$ cat config.mk
export PLATFORM = sky130hd
export DESIGN_NAME = serial_subtractor
export DESIGN_NICKNAME = d
export VERILOG_FILES = /design/src/rtl/serial_subtractor.sv
export SDC_FILE = /design/constraint.sdc
export NUM_CORES = 1
export LEC_CHECK = 0
export BUFFER_PORTS_ARGS = -buffer_cell sky130_fd_sc_hd__buf_2
export CAP_MARGIN = 20
export CORE_UTILIZATION = 30
export DETAILED_ROUTE_END_ITERATION = 7
export HOLD_SLACK_MARGIN = 0.06
export PLACE_DENSITY = 0.49
export SLEW_MARGIN = 20
export SYNTH_ARGS = -nofsm -noshare
export SYNTH_HDL_FRONTEND = slang
export SYNTH_SLANG_ARGS = --single-unit
$ cat constraint.sdc
create_clock -name clk -period 1.57 [get_ports clk]
set_input_delay 0.157 -clock clk [delete_from_list [all_inputs] [get_ports clk]]
set_output_delay 0.157 -clock clk [all_outputs]
set_load 0.03 [all_outputs]
$ cat src/rtl/serial_subtractor.sv
// serial_subtractor: bit-serial WIDTH-bit subtractor computing A - B - Bin,
// one bit per clock, LSB first, with a registered borrow. Operands come in on
// a valid/ready handshake and the result goes out on a valid/ready handshake.
module serial_subtractor #(
    parameter int WIDTH = 4
) (
    input  logic             clk,
    input  logic             rst_n,
    input  logic             in_valid,
    output logic             in_ready,
    input  logic [WIDTH-1:0] A,
    input  logic [WIDTH-1:0] B,
    input  logic             Bin,
    output logic             out_valid,
    input  logic             out_ready,
    output logic [WIDTH-1:0] Diff,
    output logic             Bout,
    output logic             Ovf
);

    localparam int CW = (WIDTH > 1) ? $clog2(WIDTH) : 1;
    localparam logic [CW-1:0] LAST = CW'(WIDTH - 1);

    typedef enum logic [1:0] {
        IDLE = 2'd0,
        RUN  = 2'd1,
        DONE = 2'd2
    } state_t;

    state_t           state;
    logic [WIDTH-1:0] a_sh;
    logic [WIDTH-1:0] b_sh;
    logic [WIDTH-1:0] res_sh;
    logic             borrow;
    logic [CW-1:0]    count;
    logic             a_msb;
    logic             b_msb;

    logic             d_bit;
    logic             borrow_next;
    logic [WIDTH-1:0] res_next;

    // Full-subtractor on the current LSBs and the partial result after this bit.
    always_comb begin
        // NOTE: every signal here is assigned on every pass, so no latch is inferred.
        d_bit       = a_sh[0] ^ b_sh[0] ^ borrow;
        borrow_next = (~a_sh[0] & b_sh[0]) | (~(a_sh[0] ^ b_sh[0]) & borrow);
        res_next    = {d_bit, res_sh[WIDTH-1:1]};
    end

    // Ready is decoded straight from state; no input reaches it combinationally.
    assign in_ready = (state == IDLE);

    // Control FSM and serial datapath; all outputs except in_ready are registered.
    always_ff @(posedge clk or negedge rst_n) begin
        if (!rst_n) begin
            state     <= IDLE;
            a_sh      <= '0;
            b_sh      <= '0;
            res_sh    <= '0;
            borrow    <= 1'b0;
            count     <= '0;
            a_msb     <= 1'b0;
            b_msb     <= 1'b0;
            out_valid <= 1'b0;
            Diff      <= '0;
            Bout      <= 1'b0;
            Ovf       <= 1'b0;
        end else begin
            // NOTE: non-blocking assignments so every register samples pre-edge values.
            case (state)
                IDLE: begin
                    if (in_valid) begin
                        a_sh   <= A;
                        b_sh   <= B;
                        res_sh <= '0;
                        borrow <= Bin;
                        count  <= '0;
                        a_msb  <= A[WIDTH-1];
                        b_msb  <= B[WIDTH-1];
                        state  <= RUN;
                    end
                end
                RUN: begin
                    res_sh <= res_next;
                    a_sh   <= {1'b0, a_sh[WIDTH-1:1]};
                    b_sh   <= {1'b0, b_sh[WIDTH-1:1]};
                    borrow <= borrow_next;
                    count  <= count + CW'(1);
                    if (count == LAST) begin
                        Diff      <= res_next;
                        Bout      <= borrow_next;
                        // Signed overflow: operand signs differ and the result sign
                        // disagrees with the minuend sign.
                        Ovf       <= (a_msb != b_msb) && (d_bit != a_msb);
                        out_valid <= 1'b1;
                        state     <= DONE;
                    end
                end
                DONE: begin
                    if (out_ready) begin
                        out_valid <= 1'b0;
                        state     <= IDLE;
                    end
                end
                default: begin
                    out_valid <= 1'b0;
                    state     <= IDLE;
                end
            endcase
        end
    end

endmodule

* Word level (Yosys, flattened, before mapping)
Cells that the tools add are included.
Word-level totals: register bits 26, latch bits 0, bits in writable memories 0, memory bits (read-only) 0, input port bits 13, logic and storage cells 54, memories kept 0
Operators by class: add/sub/neg operators 1, $mul 0, div/mod/pow operators 0, $lt $le $gt $ge 0, equality and inequality tests 8, shifts and indexed selects 0, multiplexer cells 17, bitwise gates (word level) 8, reductions and logical operators 8
Operator list (count):
- case mux 4 bit (2 select lines) | 3
- 2-to-1 mux 4 bit | 3
- 2-to-1 mux 2 bit | 4
- != test 2 bit, second input constant | 3
- case mux 2 bit (3 select lines) | 1
- AND reduction 2 bit | 3
- AND reduction 3 bit | 2
- equality test 2 bit, second input constant | 2
- case mux 2 bit (2 select lines) | 1
- 2-to-1 mux 1 bit | 3
- inverter 1 bit | 3
- case mux 1 bit (3 select lines) | 1
- adder 2 x 1 -> 2 bit, second input constant | 1
- AND 1 bit | 2
- equality test 2 x 1 -> 1 bit, second input constant | 1
- logical NOT 2 bit | 1
- != test 1 bit | 2
- case mux 1 bit (2 select lines) | 1
- nonzero test 2 bit | 1
- bitwise XOR 1 bit | 2
- logical AND 1 bit | 1
- bitwise OR 1 bit | 1

* Logic depth before layout (Yosys ltp)
Gate-level depths: netlist of run 1.
depth in word-level cells 5, depth in mapped cells 5, mapped depth without buffers 5

* Worst setup path before layout of run 1
OpenSTA, ideal clock, no wires.
path kind reg-to-reg, from register state[0], to register a_msb, library setup time 0.125 ns, arrival time 1.231 ns, setup slack 0.214 ns, cell stages (with the launch flop) 5, path buffers 1, clock period less this slack 1.356 ns, path through dfrtp_1 -> buf_6 -> nor2_2 -> nand2_2 -> mux2_4
On the way: cells in the longest elaborated chain, start to end 2
RTL lines:
- start, declared | RTL line 30 | state_t state;
- start signal, assigned | RTL line 57 | state <= IDLE;
- start signal, assigned | RTL line 81 | state <= RUN;
- start signal, assigned | RTL line 97 | state <= DONE;
- logical NOT 2 bit
- named net in_ready | RTL line 10 | output logic in_ready,
- AND reduction 2 bit (no source line)
- end signal, assigned | RTL line 79 | a_msb <= A[WIDTH-1];
- end, declared | RTL line 36 | logic a_msb;
The timed path passes the listed nets, and every way through them passes these cells. A chain may end at the register's enable or synchronous reset.

* Final worst setup path of run 1
from register state[0], to output port in_ready
On the way: cells in the longest elaborated chain, start to end 1
RTL lines:
- logical NOT 2 bit | RTL line 52 | assign in_ready = (state == IDLE);
- end, declared | RTL line 10
No other way between the ends.

==> results of run 1 <==
## worst max path at each step
stage | start | endpoint | cells after the start
5_1_grt | a_sh[0] | Ovf | 4
3_5_place_dp | a_sh[0] | Ovf | 4
4_1_cts | state[0] | in_ready | 2
3_3_place_gp | a_sh[0] | Ovf | 4
2_1_floorplan | state[0] | a_msb | 4
6_report | state[0] | in_ready | 2
## state kept, by name (all words and copies together) (netlist names)
name and count:
Bout 1, Diff 4, Ovf 1, a_msb 1, a_sh 4, b_msb 1, b_sh 4, borrow 1
count 2, out_valid 1, res_sh 3, state 2
## cells by family after synthesis
family | count (synthesis) | synth area share (%)
AO/OA/AOI/OAI | 28 | 17.1
adder cells (fa/ha/maj) | 2 | 2.92
buffers and inverters | 7 | 3.93
flip-flops | 25 | 56.1
multiplexers | 7 | 7.74
AND/OR/NAND/NOR | 24 | 12.2
## synth_stat cells, types with 2 or more instances
cell type / n
buf_2: 2
inv_1: 3
a21oi_1: 5
o21ai_1: 11
dfrtp_1: 25
a22oi_1: 5
a22o_1: 4
buf_6: 2
nor2b_1: 2
nand2_1: 14
mux2_4: 2
mux2_1: 4
## power breakdown
group	leakage [nW]	switching [mW]	internal, mW
Combinational	0.292	0.635	0.538
Clock	0.0228	0.190	0.181
Sequential	0.317	0.228	0.913
Total	0.631	1.05	1.63
## layout make-up
cell class | instances | area [um2] | share of cell area, %
Sequential cell | 25 | 626 | 47.8
Timing Repair Buffer | 23 | 125 | 9.55
Tap cell | 46 | 57.6 | 4.39
Multi-Input combinational cell | 61 | 445 | 34.0
Clock buffer | 4 | 45.0 | 3.44
Inverter | 3 | 11.3 | 0.860
## metrics by stage
| stage | cells | util, % |
|---|---|---|
| final | 162 | 38.1 |
| after global routing | 162 | 38.1 |
| after CTS | 162 | 38.1 |
| after detailed placement | 157 | 36.5 |
| after global placement | 157 | 36.5 |
| after floorplan | 93 | - |
## routing by layer
layer | wire, um | part of all wire, %
met2 | 935 | 45
met5 | 0 | 0
met3 | 48 | 2.3
met4 | 27 | 1.3
met1 | 1060 | 51
==> metrics.txt, run 1 <==
IO Count 21; power per cell area 2050 mW/mm2; Synth area leaders dfrtp_1 56%, o21ai_1 4.9%, nand2_1 4.7%; startpoint type of the worst setup path flip-flop; Setup CP Type reg -> out; clk slew on worst S/H paths 0.09 ns; Post-Layout Inst Area 0.00131 mm2; fill count 366; fin worst setup slack 0.149 ns; CP arrival 1.26 ns; GPL Wtd Cong 0.716; drt total wl 2070 um; delay-heaviest family, CP flip-flops; Overflow after GRT 0; Post-DP HPWL 1490 um; ys async rst share 100%; wire length per cell 12.8 um; Std-Cell Rows 21; CP required 1.41 ns; CTS tree yes; drt initial violations 17; post-synthesis sequential area ratio 56.1%; nets 132; Area Growth Syn to Fin 17.5%; initial antenna violation count 0; Initial Util 32.4%; Hold Path Stages 2; status complete, no violations; PostCTS Resize Cnt 0; clock net sink count 25; Final Power 2.69 mW; Worst R2R Setup Slack 0.15 ns; Critical R2R Launch a_sh[0]; global-route met2 utilization 16.4%; die height 63.0 um; # diodes 0; final slew viol count 0; Fin Setup TNS 0 ns; EDFF count, synth 0; final hold slack 0.145 ns; most frequent cells in the layout 25 x dfrtp_1, 20 x buf_2, 14 x nand2_1; Final ANT Viol Nets 0; # DRC 0; Global Route met1 Usage 16.2%; dpl ws 0.153 ns; Die X 63.0 um; largest fanout on the critical path 12; Longest Clk Path Bufs 2; synthesized cell area 0.00111 mm2; critical path buffer and inverter count 1; clock skew after layout 0.00447 ns; slowest stage delay, CP 0.56 ns; Worst Setup End Kind output port; P_leak 0.631 nW; gr busiest metal met2; critical-path cell list nor2_2 > buf_2; CTS buffer count 3; # Max-Cap Violations 0; Final Setup Violations 0; vias post-DR 765; final hold violation count 0; core region area 0.00344 mm2; worst-margin pin slew 0.580 ns; GRT Util Overall 11.2%; htree depth 1; Achievable Freq 704 MHz; Hold Path Origin A[3]; synth unique cells 26; layout cells sized above 1 29.3%; Worst slew margin 61.3%; r2r worst-path depth 4; largest net degree at the start of global routing 26; placed inst area 0.00125 mm2; DR vias/cell 4.72; commonest non-fill, non-tap cell in the layout dfrtp_1; share of the synthesized area in the top cell type 56.1%; Initial DRT Pass Iterations 3; #FFs+latches synth 25; Final period util 90.5%; fin crit period 1.42 ns; Clock Tree Root clkbuf_8; yosys warns 0; Setup Buffers After CTS 0; Worst R2R End Ovf; RSZ-0062 raised after global routing false; clk_lat worst skew 0.26 ns; Post-Synthesis Cells 93; ys flop type dfrtp_1; hold path endpoint a_msb; GR Layer Usage met3 1.09%; Slowest cell on crit path dfrtp_1; Die ar. 0.00396 mm2; Hold WC Path Type in -> reg; port buffer count 20; syn_nets 108; vias in the first global route 734; CTS Hold Buffers Added 1; Avg Inst Size Synth 12.0 um2; global-route wire length before repair 3460 um; VDD IR-drop max 0.565 mV; Synth area leader dfrtp_1
Note: power is estimated with default switching activity, not from simulation.
==> inputs of run 2 (changes only) <==
BUFFER_PORTS_ARGS = -buffer_cell sky130_fd_sc_hd__buf_4   (was -buffer_cell sky130_fd_sc_hd__buf_2)
==> run 2 against run 1 <==
  * Combinational power increased by 10%
  * Hold slack worse by 0.013 ns
  * Sequential power shrank 4%
  * Die area unchanged
  * Power grew 3.3%
  * Final area up 4.5%
  * Routed wire length grew 1.9%
  * Fmax increased by 0.23%
  * Non-clock buffer count is 1 higher
  * Critical path depth increased by 2
  * Utilization is 1.7 points higher
  * Highest routed layer unchanged
==> metrics.txt, run 2 (synthesized netlist as in run 1, its figures left out) <==
status complete, no violations; GRT Util Overall 11.9% (+0.67 points); worst-margin pin slew 0.378 ns (-0.202 ns); Placed Cells incl. Taps 158 (+0.64%); htree depth 1 (unchanged); critical path buffer and inverter count 0 (-1); Initial DRT Pass Iterations 2 (-1); port buffer count 20 (unchanged); VDD IR-drop max 0.689 mV (+22%); critical-path cell list fa_1 > nor2b_1 > a21oi_1 > o21ai_1; Die ar. 0.00396 mm2 (unchanged); register area 626 um2 (unchanged); initial antenna violation count 0 (unchanged); # Max-Cap Violations 0 (unchanged); clk slew on worst S/H paths 0.09 ns (about the same); CP arrival 1.57 ns (+0.31 ns); commonest non-fill, non-tap cell in the layout dfrtp_1; nets 133 (+0.76%); clock skew after layout 0.00189 ns (-0.00257 ns); Initial Util 32.4% (unchanged); wire length per cell 12.9 um (+1.3%); fill count 353 (-3.6%); fin crit period 1.42 ns (-0.00328 ns); Longest Clk Path Bufs 2 (unchanged); clk_lat worst skew 0.26 ns (about the same); startpoint type of the worst setup path flip-flop; Hold WC Path Type in -> reg; largest registers Diff: 4 flops, a_sh: 4 flops, b_sh: 4 flops; most frequent cells in the layout 25 x dfrtp_1, 23 x buf_4, 14 x nand2_1; Area Growth Syn to Fin 22.8%; drt initial violations 17 (unchanged); Worst slew margin 74.7% (+13 points); Worst Setup End Kind flip-flop; DR vias/cell 4.71 (-0.22%); Achievable Freq 706 MHz (+0.23%); CTS tree yes; drt total wl 2110 um (+1.9%); layout cells sized above 1 30.8% (+1.5 points); Die X 63.0 um (unchanged); P_leak 0.653 nW (+3.4%); core region area 0.00344 mm2 (unchanged); Clock Tree Root clkbuf_8; RSZ-0062 raised after global routing false; CP required 1.73 ns (+0.32 ns); vias post-DR 768 (+0.39%); delay-heaviest family, CP adder cells; CTS Hold Buffers Added 1 (unchanged); largest fanout on the critical path 4 (-8); Std-Cell Rows 21 (unchanged); # DRC 0 (unchanged); # diodes 0 (unchanged); global-route wire length before repair 3590 um (+3.8%); Slowest cell on crit path fa_1; Post-DP HPWL 1520 um (+2.3%); vias in the first global route 776 (+5.7%); Overflow after GRT 0 (unchanged); final slew viol count 0 (unchanged); largest net degree at the start of global routing 26 (unchanged); Setup CP Type reg -> reg; PostCTS Resize Cnt 0 (unchanged); slowest stage delay, CP 0.54 ns (-0.02 ns); clock net sink count 25 (unchanged); power per cell area 2030 mW/mm2 (-1.2%); GPL Wtd Cong 0.694 (-3.1%); IO Count 21 (unchanged); multi-input combinational cell area 445 um2 (unchanged); final hold violation count 0 (unchanged); Final Setup Violations 0 (unchanged); Post-Layout Cell Count 163 (+0.62%); Final ANT Viol Nets 0 (unchanged); Setup Buffers After CTS 0 (unchanged); CTS buffer count 3 (unchanged); Final period util 90.3% (-0.21 points); Fin Setup TNS 0 ns (unchanged); die height 63.0 um (unchanged)
-- run 2: changes by cell type in the layout (fill, tap and decap cells not counted) --
cell,change
buf_4,+21
buf_2,-20
clkbuf_1,-1
clkinv_2,+1
-- run 2: metal layers --
| layer | wire (um) | GRT usage [%] |
|---|---|---|
| met2 | 953 | 18.1 |
| met1 | 1060 | 15.9 |
| met4 | 29 | 4.36 |
| met3 | 63 | 3.47 |
| met5 | 0 | 0 |
-- run 2: final cells by class --
| cell class | count | area share (%) |
|---|---|---|
| repair buffers | 24 | 13.3 |
| inverters | 3 | 0.823 |
| flip-flops and latches | 25 | 45.7 |
| clock inverters | 1 | 0.366 |
| well taps | 46 | 4.20 |
| clock buffers | 3 | 3.02 |
| multi-input cells | 61 | 32.5 |
-- run 2: path summary, 6_finish.rpt --
check	start	endpoint	slack [ns]	cells after the start
worst max-delay path	a_sh[0]	Ovf	0.15	4
worst min-delay path	A[3]	a_msb	0.13	2
worst max register to register	a_sh[0]	Ovf	0.15	4
worst min register to register	Ovf	Ovf	0.49	2
max in group asynchronous	rst_n	state[1]	0.99	2
min in group asynchronous	rst_n	Diff[0]	0.33	2
-- run 2: worst register-to-register path, stage by stage (launching register included) --
cell and delay [ns]:
dfrtp_1 0.41, fa_1 0.54, nor2b_1 0.16, a21oi_1 0.14
o21ai_1 0.07
-- run 2: stage by stage --
stage               instance area, um2  hold slack [ns]  setup WS [ns]  power (mW)  utilization [%]
finish                            1370            0.132          0.153        2.77             39.8
global route                      1370            0.123         0.0659        3.00             39.8
CTS                               1370            0.122          0.149        2.83             39.8
detailed placement                1310           0.0856          0.162        2.44             38.1
global placement                  1310           0.0797          0.199        2.39             38.1
floorplan                         1110           -0.139          0.214        2.07                -
-- run 2: where the power goes --
part           switching, mW  internal [mW]
Combinational          0.683          0.610
Clock                  0.198          0.177
Sequential             0.190          0.914
